**src/rtl/wb_ack_timing_monitor.sv**
```systemverilog
// Passive Wishbone observer: measures read-ack latency of one watched register,
// learns a baseline, then decodes +1-cycle latency deviations into bytes.
module wb_ack_timing_monitor #(
    parameter int          LGMAXLAT     = 4,
    parameter logic [1:0]  WATCH_ADDR   = 2'b10,
    parameter int          CAL_N        = 4,
    parameter int          ALERT_THRESH = 4
) (
    input  logic                i_clk,
    input  logic                i_reset,
    input  logic                i_clear,
    input  logic                i_wb_cyc,
    input  logic                i_wb_stb,
    input  logic                i_wb_we,
    input  logic [1:0]          i_wb_addr,
    input  logic                i_wb_stall,
    input  logic                i_wb_ack,
    output logic                o_cal_done,
    output logic [LGMAXLAT-1:0] o_baseline,
    output logic                o_lat_valid,
    output logic [LGMAXLAT-1:0] o_last_lat,
    output logic                o_byte_valid,
    output logic [7:0]          o_byte,
    output logic [7:0]          o_slow_count,
    output logic [7:0]          o_anomaly_count,
    output logic                o_timeout,
    output logic                o_alert
);
    localparam logic [LGMAXLAT-1:0] MAXLAT   = '1;
    localparam logic [3:0]          CAL_LAST = 4'(CAL_N - 1);
    localparam logic [7:0]          THRESH   = 8'(ALERT_THRESH);

    typedef enum logic {S_IDLE, S_WAIT} state_t;

    state_t                state_q, state_d;
    logic [LGMAXLAT-1:0]   lat_q, lat_d;
    logic [3:0]            cal_cnt_q, cal_cnt_d;
    logic [2:0]            idx_q, idx_d;
    logic [7:0]            shift_q, shift_d;
    logic                  cal_done_q, cal_done_d;
    logic [LGMAXLAT-1:0]   baseline_q, baseline_d;
    logic                  lat_valid_q, lat_valid_d;
    logic [LGMAXLAT-1:0]   last_lat_q, last_lat_d;
    logic                  byte_valid_q, byte_valid_d;
    logic [7:0]            byte_q, byte_d;
    logic [7:0]            slow_q, slow_d;
    logic [7:0]            anom_q, anom_d;
    logic                  timeout_q, timeout_d;
    logic                  alert_q, alert_d;

    logic                  accept;
    logic                  done;
    logic                  tmo;
    logic [LGMAXLAT-1:0]   samp;
    logic                  bit_valid;
    logic                  bit_val;

    assign accept = i_wb_cyc & i_wb_stb & ~i_wb_stall & ~i_wb_we & (i_wb_addr == WATCH_ADDR);

    always_comb begin
        state_d      = state_q;
        lat_d        = lat_q;
        done         = 1'b0;
        tmo          = 1'b0;
        samp         = '0;
        bit_valid    = 1'b0;
        bit_val      = 1'b0;
        cal_cnt_d    = cal_cnt_q;
        idx_d        = idx_q;
        shift_d      = shift_q;
        cal_done_d   = cal_done_q;
        baseline_d   = baseline_q;
        lat_valid_d  = 1'b0;
        last_lat_d   = last_lat_q;
        byte_valid_d = 1'b0;
        byte_d       = byte_q;
        slow_d       = slow_q;
        anom_d       = anom_q;
        timeout_d    = 1'b0;

        // Only one request is tracked; accepts seen while waiting are ignored.
        case (state_q)
            S_IDLE: begin
                if (accept) begin
                    if (i_wb_ack) begin
                        done = 1'b1;
                    end else begin
                        state_d = S_WAIT;
                        lat_d   = {{(LGMAXLAT-1){1'b0}}, 1'b1};
                    end
                end
            end
            S_WAIT: begin
                if (i_wb_ack) begin
                    done    = 1'b1;
                    samp    = lat_q;
                    state_d = S_IDLE;
                end else if (!i_wb_cyc) begin
                    state_d = S_IDLE;
                end else if (lat_q == MAXLAT) begin
                    tmo     = 1'b1;
                    state_d = S_IDLE;
                end else begin
                    lat_d = lat_q + 1'b1;
                end
            end
            default: state_d = S_IDLE;
        endcase

        if (done) begin
            last_lat_d  = samp;
            lat_valid_d = 1'b1;
            if (!cal_done_q) begin
                if (samp < baseline_q)
                    baseline_d = samp;
                cal_cnt_d = cal_cnt_q + 1'b1;
                if (cal_cnt_q == CAL_LAST)
                    cal_done_d = 1'b1;
            end else if (samp == baseline_q) begin
                bit_valid = 1'b1;
            end else if ({1'b0, samp} == {1'b0, baseline_q} + 1'b1) begin
                // Widened compare so a baseline of MAXLAT never aliases to 0.
                bit_valid = 1'b1;
                bit_val   = 1'b1;
                if (slow_q != 8'hff)
                    slow_d = slow_q + 1'b1;
            end else if (anom_q != 8'hff) begin
                anom_d = anom_q + 1'b1;
            end
        end

        if (bit_valid) begin
            shift_d = {bit_val, shift_q[7:1]};
            idx_d   = idx_q + 1'b1;
            if (idx_q == 3'd7) begin
                byte_d       = shift_d;
                byte_valid_d = 1'b1;
            end
        end

        if (tmo) begin
            timeout_d = 1'b1;
            if (anom_q != 8'hff)
                anom_d = anom_q + 1'b1;
        end

        alert_d = alert_q | (slow_d >= THRESH);

        if (i_clear) begin
            state_d      = S_IDLE;
            lat_d        = '0;
            cal_cnt_d    = '0;
            idx_d        = '0;
            shift_d      = '0;
            cal_done_d   = 1'b0;
            baseline_d   = '1;
            lat_valid_d  = 1'b0;
            last_lat_d   = '0;
            byte_valid_d = 1'b0;
            byte_d       = '0;
            slow_d       = '0;
            anom_d       = '0;
            timeout_d    = 1'b0;
            alert_d      = 1'b0;
        end
    end

    always_ff @(posedge i_clk or posedge i_reset) begin
        if (i_reset) begin
            state_q      <= S_IDLE;
            lat_q        <= '0;
            cal_cnt_q    <= '0;
            idx_q        <= '0;
            shift_q      <= '0;
            cal_done_q   <= 1'b0;
            baseline_q   <= '1;
            lat_valid_q  <= 1'b0;
            last_lat_q   <= '0;
            byte_valid_q <= 1'b0;
            byte_q       <= '0;
            slow_q       <= '0;
            anom_q       <= '0;
            timeout_q    <= 1'b0;
            alert_q      <= 1'b0;
        end else begin
            state_q      <= state_d;
            lat_q        <= lat_d;
            cal_cnt_q    <= cal_cnt_d;
            idx_q        <= idx_d;
            shift_q      <= shift_d;
            cal_done_q   <= cal_done_d;
            baseline_q   <= baseline_d;
            lat_valid_q  <= lat_valid_d;
            last_lat_q   <= last_lat_d;
            byte_valid_q <= byte_valid_d;
            byte_q       <= byte_d;
            slow_q       <= slow_d;
            anom_q       <= anom_d;
            timeout_q    <= timeout_d;
            alert_q      <= alert_d;
        end
    end

    assign o_cal_done      = cal_done_q;
    assign o_baseline      = baseline_q;
    assign o_lat_valid     = lat_valid_q;
    assign o_last_lat      = last_lat_q;
    assign o_byte_valid    = byte_valid_q;
    assign o_byte          = byte_q;
    assign o_slow_count    = slow_q;
    assign o_anomaly_count = anom_q;
    assign o_timeout       = timeout_q;
    assign o_alert         = alert_q;
endmodule

```
**config.mk**
```make
export PLATFORM = sky130hd
export DESIGN_NAME = wb_ack_timing_monitor
export DESIGN_NICKNAME = d
export VERILOG_FILES = /design/src/rtl/wb_ack_timing_monitor.sv
export SDC_FILE = /design/constraint.sdc
export NUM_CORES = 1
export LEC_CHECK = 0
export ABC_AREA = 1
export CORE_MARGIN = 3
export CORE_UTILIZATION = 54
export DETAILED_ROUTE_END_ITERATION = 10
export GPL_TIMING_DRIVEN = 0
export HOLD_SLACK_MARGIN = 0.05
export PLACE_DENSITY = 0.84
export SETUP_SLACK_MARGIN = 0.3
export SLEW_MARGIN = 20
export SYNTH_ARGS = -nofsm -noshare
export SYNTH_HDL_FRONTEND = slang
export SYNTH_SLANG_ARGS = --single-unit
```
**constraint.sdc**
```tcl
create_clock -name i_clk -period 2.7 [get_ports i_clk]
set_input_delay 0.27 -clock i_clk [delete_from_list [all_inputs] [get_ports i_clk]]
set_output_delay 0.27 -clock i_clk [all_outputs]
set_load 0.01 [all_outputs]
```
# ---- Word-level counts from Yosys, hierarchy flattened
# Index checks and enable logic that the tools add are counted.
dict set report op_classes {
  n_mux 72
  eq_ne 14
  bitwise_logic 8
  order_cmp 2
  n_addsub 6
  n_reduce_logical 8
}
# operator n
set ops {}
lappend ops {{two-way mux 8 bit} 19}
lappend ops {{two-way mux 4 bit} 17}
lappend ops {{two-way mux 1 bit} 31}
lappend ops {{adder 8 x 1 -> 8 bit (second input constant)} 2}
lappend ops {{inequality test 8 bit (second input constant)} 2}
lappend ops {{inequality test 3 bit (second input constant)} 5}
lappend ops {{adder 4 x 1 -> 4 bit (second input constant)} 2}
lappend ops {{>= comparator 8 x 3 -> 1 bit (second input constant)} 1}
lappend ops {{one-hot mux 4 bit (2 select lines)} 1}
lappend ops {{nonzero test 2 bit} 4}
lappend ops {{two-way mux 3 bit} 2}
lappend ops {{adder 4 x 1 -> 5 bit (second input constant)} 1}
lappend ops {{== test 4 x 5 -> 1 bit} 1}
lappend ops {{AND reduction 5 bit} 1}
lappend ops {{AND 1 bit} 4}
lappend ops {{== test 4 x 2 -> 1 bit (second input constant)} 1}
lappend ops {{== test 4 bit} 1}
lappend ops {{== test 4 bit (second input constant)} 1}
lappend ops {{less-than comparator 4 bit} 1}
lappend ops {{one-hot mux 1 bit (2 select lines)} 2}
lappend ops {{AND reduction 2 bit} 2}
lappend ops {{adder 3 x 1 -> 3 bit (second input constant)} 1}
lappend ops {{== test 3 bit (second input constant)} 1}
lappend ops {{NOT 1 bit} 3}
lappend ops {{4 further kinds} 4}
dict set report word_totals {
  input_bits 10
  elab_cells 125
  regBits 57
  out_inout_bits 37
}

# ---- Logic depth before layout (Yosys ltp)
# Gate-level depths: netlist of the first run.
dict set report logic_depth {
  ltp_word 10
  ltp_mapped 15
  depth_no_buf 15
}

# ---- Least setup slack after synthesis of the first run
# OpenSTA, ideal clock, no wires.
dict set report synth_timing {
  path_kind {register to register}
  startpoint {register baseline_q[3] (netlist: o_baseline[3])}
  endpoint {register alert_q (netlist: o_alert)}
  path_slack_ns 0.710
  setup_time_ns 0.132
  required_ns 2.568
  arrival_ns 1.858
  path_stages_with_launch 13
  path_buffers 0
  period_less_slack_ns 1.990
  cell_sequence {dfstp_2 inv_1 ha_1 nand2_1 nor2_1 nor2_1 nand2_1 nor2_1 nand3_1 nand2_1 nand4_1 nor2_1 nor2_1}
}
dict set report synth_via {
  elab_chain_cells 9
  word_cells_on_any_way 10
  cone_classes {1 x add/sub; 1 x order compare; 2 x eq/ne; 5 x mux; 1 x bitwise}
}
# element line_no
set synth_lines {}
lappend synth_lines {{start: declaration} 41} ;# logic [LGMAXLAT-1:0] baseline_q, baseline_d;
lappend synth_lines {{start signal: assignment} 192} ;# baseline_q <= baseline_d;
lappend synth_lines {{adder 4 x 1 -> 5 bit} 121} ;# end else if ({1'b0, samp} == {1'b0, baseline_q} + 1'b1) begin
lappend synth_lines {{== test 4 x 5 -> 1 bit} 121}
lappend synth_lines {{two-way mux 8 bit} 121}
lappend synth_lines {{two-way mux 8 bit *} 119} ;# end else if (samp == baseline_q) begin
lappend synth_lines {{two-way mux 8 bit *} 113} ;# if (!cal_done_q) begin
lappend synth_lines {{two-way mux 8 bit *} 110} ;# if (done) begin
lappend synth_lines {{>= comparator 8 x 3 -> 1 bit *} 147} ;# alert_d = alert_q | (slow_d >= THRESH);
lappend synth_lines {{bitwise OR 1 bit *} 147}
lappend synth_lines {{two-way mux 1 bit *} 149} ;# if (i_clear) begin
lappend synth_lines {{named net alert_d} 49} ;# logic alert_q, alert_d;
lappend synth_lines {{end signal: assignment} 200} ;# alert_q <= alert_d;
lappend synth_lines {{end: declaration} 49}
# The timed path passes the listed nets; every way through them passes the cells marked *.
# A chain may end at the register's enable or synchronous reset.

# ---- Final worst setup path of the first run
# Same ends and word-level chain as after synthesis.

==> results of run 1 <==
final cells by class:
cell class                      instances  area (sq um)
Tap cell                               72          90.1
Inverter                               66           250
Clock buffer                            5          68.8
Sequential cell                        56          1410
Buffer                                  5          18.8
Fill cell                             480          1760
Multi-Input combinational cell        277          1490
Timing Repair Buffer                   46           463
Clock inverter                          3          28.8
metal layers:
| metal | up-vias | GRT usage | routed length [um] |
|---|---|---|---|
| met1 | 1388 | 0.286 | 3130 |
| met5 | - | 0 | 0 |
| met3 | 9 | 0.0423 | 309 |
| met2 | 57 | 0.409 | 3680 |
| met4 | 0 | 0.0731 | 87 |
| li1 | 1409 | - | - |
cell usage in the layout, fill, tap and decap left out, drive strengths merged, types with 2 or more instances in the layout:
cell,count
nand2,89
inv,69
nor2,57
dfrtp,52
clkdlybuf4s50,45
nand3,45
o21ai,25
a21oi,20
ha,11
nand4,8
clkbuf,8
nor3,4
dfstp,4
o22ai,3
buf,2
xor2,2
mux2i,2
nor4,2
per-stage QoR:
step | cells | power [mW] | utilization | TNS (ns)
floorplan | 404 | 0.982 | - | 0
global placement | 522 | 1.04 | 0.665 | 0
detailed placement | 522 | 1.04 | 0.666 | -0.0849
CTS | 530 | 1.55 | 0.684 | 0
global route | 530 | 1.59 | 0.684 | 0
finish | 530 | 1.54 | 0.684 | 0
sequential cells by signal (all words and copies together) (netlist names):
name	flops
cal_cnt_q	4
idx_q	3
lat_q	4
o_alert	1
o_anomaly_count	8
o_baseline	4
o_byte	8
o_byte_valid	1
o_cal_done	1
o_last_lat	4
o_lat_valid	1
o_slow_count	8
o_timeout	1
shift_q	7
state_q	1
timing repair:
action / 4_1_cts / 5_1_grt
gates cloned: 0 / 0
hold buffers: 0 / 0
buffers inserted: 0 / 0
endpoints found under the setup margin: 1 / 19
resized for setup: 1 / 2
critical path: stages (launching register included):
cell	delay [ns]
dfstp_2	0.59
inv_1	0.09
ha_1	0.32
nand2_1	0.08
nor2_1	0.09
nor2_2	0.21
nand2_1	0.08
nor2_1	0.15
nand3_1	0.10
nand2_1	0.10
nand4_1	0.11
nor2_1	0.12
nor2_1	0.04
worst min-delay path by stage:
stage	end	slack, ns	cells after the start
floorplan	o_lat_valid	0.37	1
global placement	shift_q[2]	0.46	2
detailed placement	shift_q[4]	0.47	2
CTS	o_byte[0]	0.43	2
global route	o_byte[0]	0.47	2
finish	o_anomaly_count[0]	0.41	2
power by group:
group | internal [mW] | total, mW | switching (mW)
Sequential | 0.852 | 0.866 | 0.0145
Combinational | 0.0575 | 0.162 | 0.104
Clock | 0.197 | 0.510 | 0.313
logic make-up after synthesis:
kind of cell	after synthesis
xor+xnor	3
flops	56
mux	3
fa+ha+maj	11
compound gates	53
buf+inv	71
simple gates	207
==> metrics.md, run 1 <==
| Metric | Value |
|---|---|
| Run status | `completed` |
| Vias per cell | `5.40` |
| Die height | `roughly 82 um` |
| Dpl cell area | `0.00371 sq mm` |
| Reg2Reg Setup Slack | `around 0.52 ns` |
| RSZ-0062 raised after global routing | `no` |
| Critical path startpoint | `o_baseline[3]` |
| CP startpoint kind | `register` |
| Max VDD drop | `0.247 mV` |
| Mapped Area | `between 0.003 and 0.004 sq mm` |
| Post-route cell area | `~0.0038 sq mm` |
| Num rows | `27` |
| Crit path max fanout | `5` |
| Slew Limit Fails | `0` |
| Port Buffers | `46` |
| IO Count | `47` |
| Seq/Total Area, Yosys | `0.446` |
| Area contributors post-synth | `dfrtp_1, nand2_1, inv_1, nand3_1, nor2_1` |
| Reg-to-reg endpoint | `o_alert` |
| DRT Pass-1 Iters | `4` |
| Setup Crit Path Kind | `reg2reg` |
| Synth async-reset ratio | `1.00` |
| Most frequent cells after synthesis | `nand2_1, inv_1, dfrtp_1, nor2_1, nand3_1` |
| Min Tclk post-route | `between 2 and 2.5 ns` |
| Mux cell area share after synthesis | `0.00991` |
| Hpwl dp | `5230 um` |
| Path depth of the worst reg2reg path | `12` |
| Number of global-route vias before repair | `around 2800` |
| XOR/XNOR Fraction of Synth Area | `0.00832` |
| CORE AREA | `about 0.0056 sq mm` |
| Total of max-cap violations | `0` |
| Warnings from Yosys | `0` |
| Routed WL | `~7200 um` |
| Lkg Pwr | `about 1.9 nW` |
| Fin. Hold Viols | `0` |
| Period utilisation layout | `0.806` |
| Share of layout cells above drive strength 1 | `0.0895` |
| Top-count cell post-synth | `nand2_1` |
| Inserted Diodes | `0` |
| Gr ovfl total | `0` |
| Syn Area/Cell | `just under 8 sq um` |
| Crit path to | `o_alert` |
| H-tree levels | `2` |
| Die Area | `approximately 0.007 sq mm` |
| Post-synth EDFFs | `0` |
| Post-route ant nets | `0` |
| Cts bufs inserted | `5` |
| Clock latency on the worst-skew pair | `around 0.32 ns` |
| Post-synth net total | `425` |
| Fmax | `about 460 MHz` |
| Register bit total from synthesis | `56` |
| Post-synthesis adder-cell area fraction | `0.0436` |
| DR iter-0 viols | `190` |
| Leading area contributor after synthesis | `dfrtp_1` |
| Die Wd | `between 80 and 90 um` |
| Antenna violations before repair | `0` |
| Synth Area in Compound Gates | `0.0991` |
| Drt wl/cell | `approximately 14 um` |
| Sink Count | `between 50 and 60` |
| Final Net Count | `roughly 480` |
| Syn Inst Count | `around 400` |
| Reg-to-Reg Start | `o_baseline[3]` |
| Largest family of logic cells by synthesized area | `simple AND/OR/NAND/NOR gates` |
| CTS tree | `done` |
| Setup WS post-layout | `roughly 0.52 ns` |
| Fin Hold WS | `0.407 ns` |
| Clk slew on worst S/H paths | `roughly 0.11 ns` |
| Via count | `roughly 2900` |
| Worst hold-check path type | `in2async` |
| GRT Overall Usage | `0.232` |
| Critical path required time | `2.90 ns` |
| Worst rel slew slack | `0.541` |
| Layout area overhead | `20.8%` |
| Crit path arrival time | `between 2 and 2.5 ns` |
| Top cell type's share of synthesized area | `0.412` |
| CTS Root Cell | `clkbuf_8` |
| Synth unique cells | `33` |
| Placer congestion estimate | `between 0.8 and 0.9` |
| Simple-Gate Fraction of Synth Area | `0.309` |
| Main synth FF type | `dfrtp_1` |
| Pin count of the biggest net entering global routing | `57` |
| Worst Setup End Kind | `register` |
| First-pass GRT wire length | `between 10000 and 15000 um` |
| CTS max path bufs | `2` |
| Initial core utilization | `0.566` |
| Pre-CTS setup slack | `-0.0849 ns` |
| Power per cell area | `approximately 400 mW/mm^2` |
| Final Skew | `between 0.008 and 0.009 ns` |
| Residual DRC | `0` |
| Final number of setup-violating endpoints | `0` |
| Worst-margin pin slew | `slightly below 0.7 ns` |
No activity file was read; power rests on OpenSTA's default activity.
==> run 2, diff against run 1 <==
Settings changed: CORE_UTILIZATION 54 to 49, PLACE_DENSITY 0.84 to 0.8.
Clock period 2.7 ns to 1.7 ns, I/O delays scaled along.
==> run 2 against run 1 <==
Net effect:
- the run now ends with setup timing left
- wire length is 28% higher
- sequential share of layout area decreased by 5.7 points
- register-to-register slack got worse by 0.94 ns
- clock-buffer cell count stayed put
- worst setup slack got worse by 0.94 ns
- worst hold slack got worse by 0.18 ns
- critical path depth stayed put
- sequential power up 58%
- global-route usage rose by 1.2 points
- clock power increased by 54%
- critical path type unchanged
- largest power group unchanged
==> metrics.md, run 2 (synthesis gave the netlist of run 1 again) <==
| Metric | Value |
|---|---|
| Run status | `finished with violations (was completed)` |
| Failing checks | `setup timing` |
| Worst path bufs/invs | `5 (was 1)` |
| CP delay by family, top | `simple AND/OR/NAND/NOR gates (unchanged)` |
| Post-route cell area | `0.00452 sq mm (was 0.00381 sq mm)` |
| Total of max-cap violations | `0 (unchanged)` |
| Initial core utilization | `0.518 (was 0.566)` |
| Die height | `86.3 um (was 82.5 um)` |
| Worst Setup End Kind | `register (unchanged)` |
| H-tree levels | `2 (unchanged)` |
| Max VDD drop | `0.564 mV (was 0.247 mV)` |
| Via count | `3254 (was 2863)` |
| Worst-margin pin slew | `0.657 ns (was 0.688 ns)` |
| Residual DRC | `0 (unchanged)` |
| CP max stage cell | `dfstp_2 (unchanged)` |
| Power per cell area | `562 mW/mm^2 (was 403 mW/mm^2)` |
| Final number of setup-violating endpoints | `43 (was 0)` |
| Critical Path Max Stage Delay | `0.61 ns (was 0.59 ns)` |
| Layout area overhead | `43.2% (was 20.8%)` |
| Period utilisation layout | `1.25 (was 0.806)` |
| Metal-1 WL | `3460 um (was 3130 um)` |
| Max layer used | `met4 (unchanged)` |
| Crit path cell chain | `buf_4 > inv_2 > ha_4 > nand2_2 > nor2_4 > inv_1 > nand2_4 > nand2_8 > nor2_8 > buf_12 > a21oi_2 > inv_1 (was inv_1 > ha_1 > nand2_1 > nor2_1 > nor2_2 > nand2_1 > nor2_1 > nand3_1 > nand2_1 > nand4_1 > nor2_1 > nor2_1)` |
| Worst rel slew slack | `0.562 (was 0.541)` |
| Crit path arrival time | `2.39 ns (was 2.38 ns)` |
| Setup Crit Path Kind | `reg2reg (unchanged)` |
| Gr ovfl total | `0 (unchanged)` |
| Port Buffers | `46 (unchanged)` |
| Cts bufs inserted | `5 (unchanged)` |
| CTS tree | `done (unchanged)` |
| Fin Hold WS | `0.230 ns (was 0.407 ns)` |
| Routed WL | `9190 um (was 7200 um)` |
| Critical path required time | `1.97 ns (was 2.90 ns)` |
| Sink Count | `56 (unchanged)` |
| CTS max path bufs | `2 (unchanged)` |
| Worst hold-check path type | `in2async (unchanged)` |
| Clk slew on worst S/H paths | `0.11 ns (about the same)` |
| First-pass GRT wire length | `14500 um (was 12400 um)` |
| Antenna violations before repair | `0 (unchanged)` |
| Met2 wire length | `4820 um (was 3680 um)` |
| Slew Limit Fails | `0 (unchanged)` |
| Drt wl/cell | `15.9 um (was 13.6 um)` |
| Inserted Diodes | `0 (unchanged)` |
| Crit path max fanout | `5 (unchanged)` |
| DR iter-0 viols | `208 (was 190)` |
| Critical Path Most Common Cell | `inv_1 (was nor2_1)` |
| Vias per cell | `5.63 (was 5.40)` |
| Final Net Count | `523 (was 478)` |
| DRT Pass-1 Iters | `5 (was 4)` |
| Die Area | `0.00744 sq mm (was 0.00680 sq mm)` |
| Pre-CTS setup slack | `-0.913 ns (was -0.0849 ns)` |
| RSZ-0062 raised after global routing | `yes (was no)` |
| Commonest non-fill, non-tap cell in the layout | `nand2_1 (unchanged)` |
| Commonest non-fill, non-tap cells in the layout | `nand2_1, inv_1, dfrtp_1 (was nand2_1, inv_1, nor2_1, dfrtp_1, clkdlybuf4s50_1)` |
| Die Wd | `86.3 um (was 82.5 um)` |
| Num rows | `28 (was 27)` |
| Hpwl dp | `5300 um (was 5230 um)` |
| Clock latency on the worst-skew pair | `0.32 ns (about the same)` |
| CTS Root Cell | `clkbuf_8 (unchanged)` |
| Fin. Hold Viols | `0 (unchanged)` |
| Setup WS post-layout | `-0.419 ns (was 0.524 ns)` |
| Fmax | `472 MHz (was 460 MHz)` |
| TNS Setup | `-12.52 ns (was 0 ns)` |
| GRT Overall Usage | `0.244 (was 0.232)` |
| Final Skew | `0.00612 ns (was 0.00833 ns)` |
| Fin util | `0.742 (was 0.684)` |
| CORE AREA | `0.00610 sq mm (was 0.00557 sq mm)` |
| Min Tclk post-route | `2.12 ns (was 2.18 ns)` |
| Lkg Pwr | `2.38 nW (was 1.89 nW)` |
| Dpl cell area | `0.00384 sq mm (was 0.00371 sq mm)` |
| Pin count of the biggest net entering global routing | `33 (was 57)` |
| IO Count | `47 (unchanged)` |
| Number of hold buffers added after CTS | `0 (unchanged)` |
| Post-route ant nets | `0 (unchanged)` |
| Share of layout cells above drive strength 1 | `0.310 (was 0.0895)` |
| Metal3 WL | `549 um (was 309 um)` |
| Placer congestion estimate | `0.895 (was 0.894)` |
| CP startpoint kind | `register (unchanged)` |
| Number of global-route vias before repair | `3145 (was 2818)` |
[run 2: cell count changes in the layout (fill, tap and decap cells not counted), moves of 8 or more]
cell	change
buf_4	+36
clkdlybuf4s50_1	-35
dlygate4sd2_1	+26
nand2_1	-15
a21oi_1	-10
nand2_2	+10
nor2_1	-10
inv_1	-9
inv_2	+9
o21ai_0	-9
a21oi_2	+8
nand3_1	-8
o21ai_1	+8
[run 2: timing repair]
item	in CTS	in global routing
pin swaps	11	20
cloned	1	0
endpoints found under the setup margin	80	64
gates resized for setup	73	43
setup buffers	38	5
[run 2: cell type report]
type                    count  area, sq um
plain buffers               5         21.3
flip-flops and latches     56         1410
inverters                  66          251
well taps                  75         93.8
fillers                   442         1570
clock buffers               5         68.8
repair buffers             90          825
clock inverters             3         25.0
multi-input cells         278         1830
[run 2: final timing paths]
kind                                     from                  to  slack [ns]  cells after the start
min in group i_clk                    i_clear         o_lat_valid        0.27                      2
worst min-delay path                  i_reset  o_anomaly_count[0]        0.23                      2
max in group asynchronous             i_reset       o_baseline[3]        0.87                      3
worst max register to register  o_baseline[1]          shift_q[5]       -0.42                     12
worst min register to register       idx_q[0]            idx_q[0]        0.50                      1
worst max-delay path            o_baseline[1]          shift_q[5]       -0.42                     12
[run 2: power breakdown]
group / internal (mW) / total [mW] / leakage [nW] / switching [mW]
combinational: 0.155 / 0.384 / 1.58 / 0.229
sequential: 1.35 / 1.37 / 0.762 / 0.0202
clock: 0.302 / 0.785 / 0.0452 / 0.484
[run 2: per-stage QoR]
step	instances	power, mW
6_report	578	2.54
5_1_grt	578	2.65
3_3_place_gp	525	1.68
4_1_cts	573	2.53
3_5_place_dp	526	1.69
2_1_floorplan	404	1.59
[run 2: worst reg2reg max path: cells and delay by family, from the launching register on]
kind                     cells  cell delay [ns]
adder cells (fa/ha/maj)      1             0.27
AND/OR/NAND/NOR              5             0.65
AO/OA/AOI/OAI                1             0.05
flip-flops                   1             0.61
buffers and inverters        5             0.51
[run 2: layer usage]
layer,global-route usage,up-vias
met2,0.442,147
li1,-,1503
met1,0.288,1560
met4,0.0949,0
met5,0,-
met3,0.0390,44
==> run 3, diff against run 2 <==
Settings changed: GPL_ROUTABILITY_DRIVEN from default to 0.
==> results of run 3 <==
Final layout, timing and power as in run 2 (identical DEF).
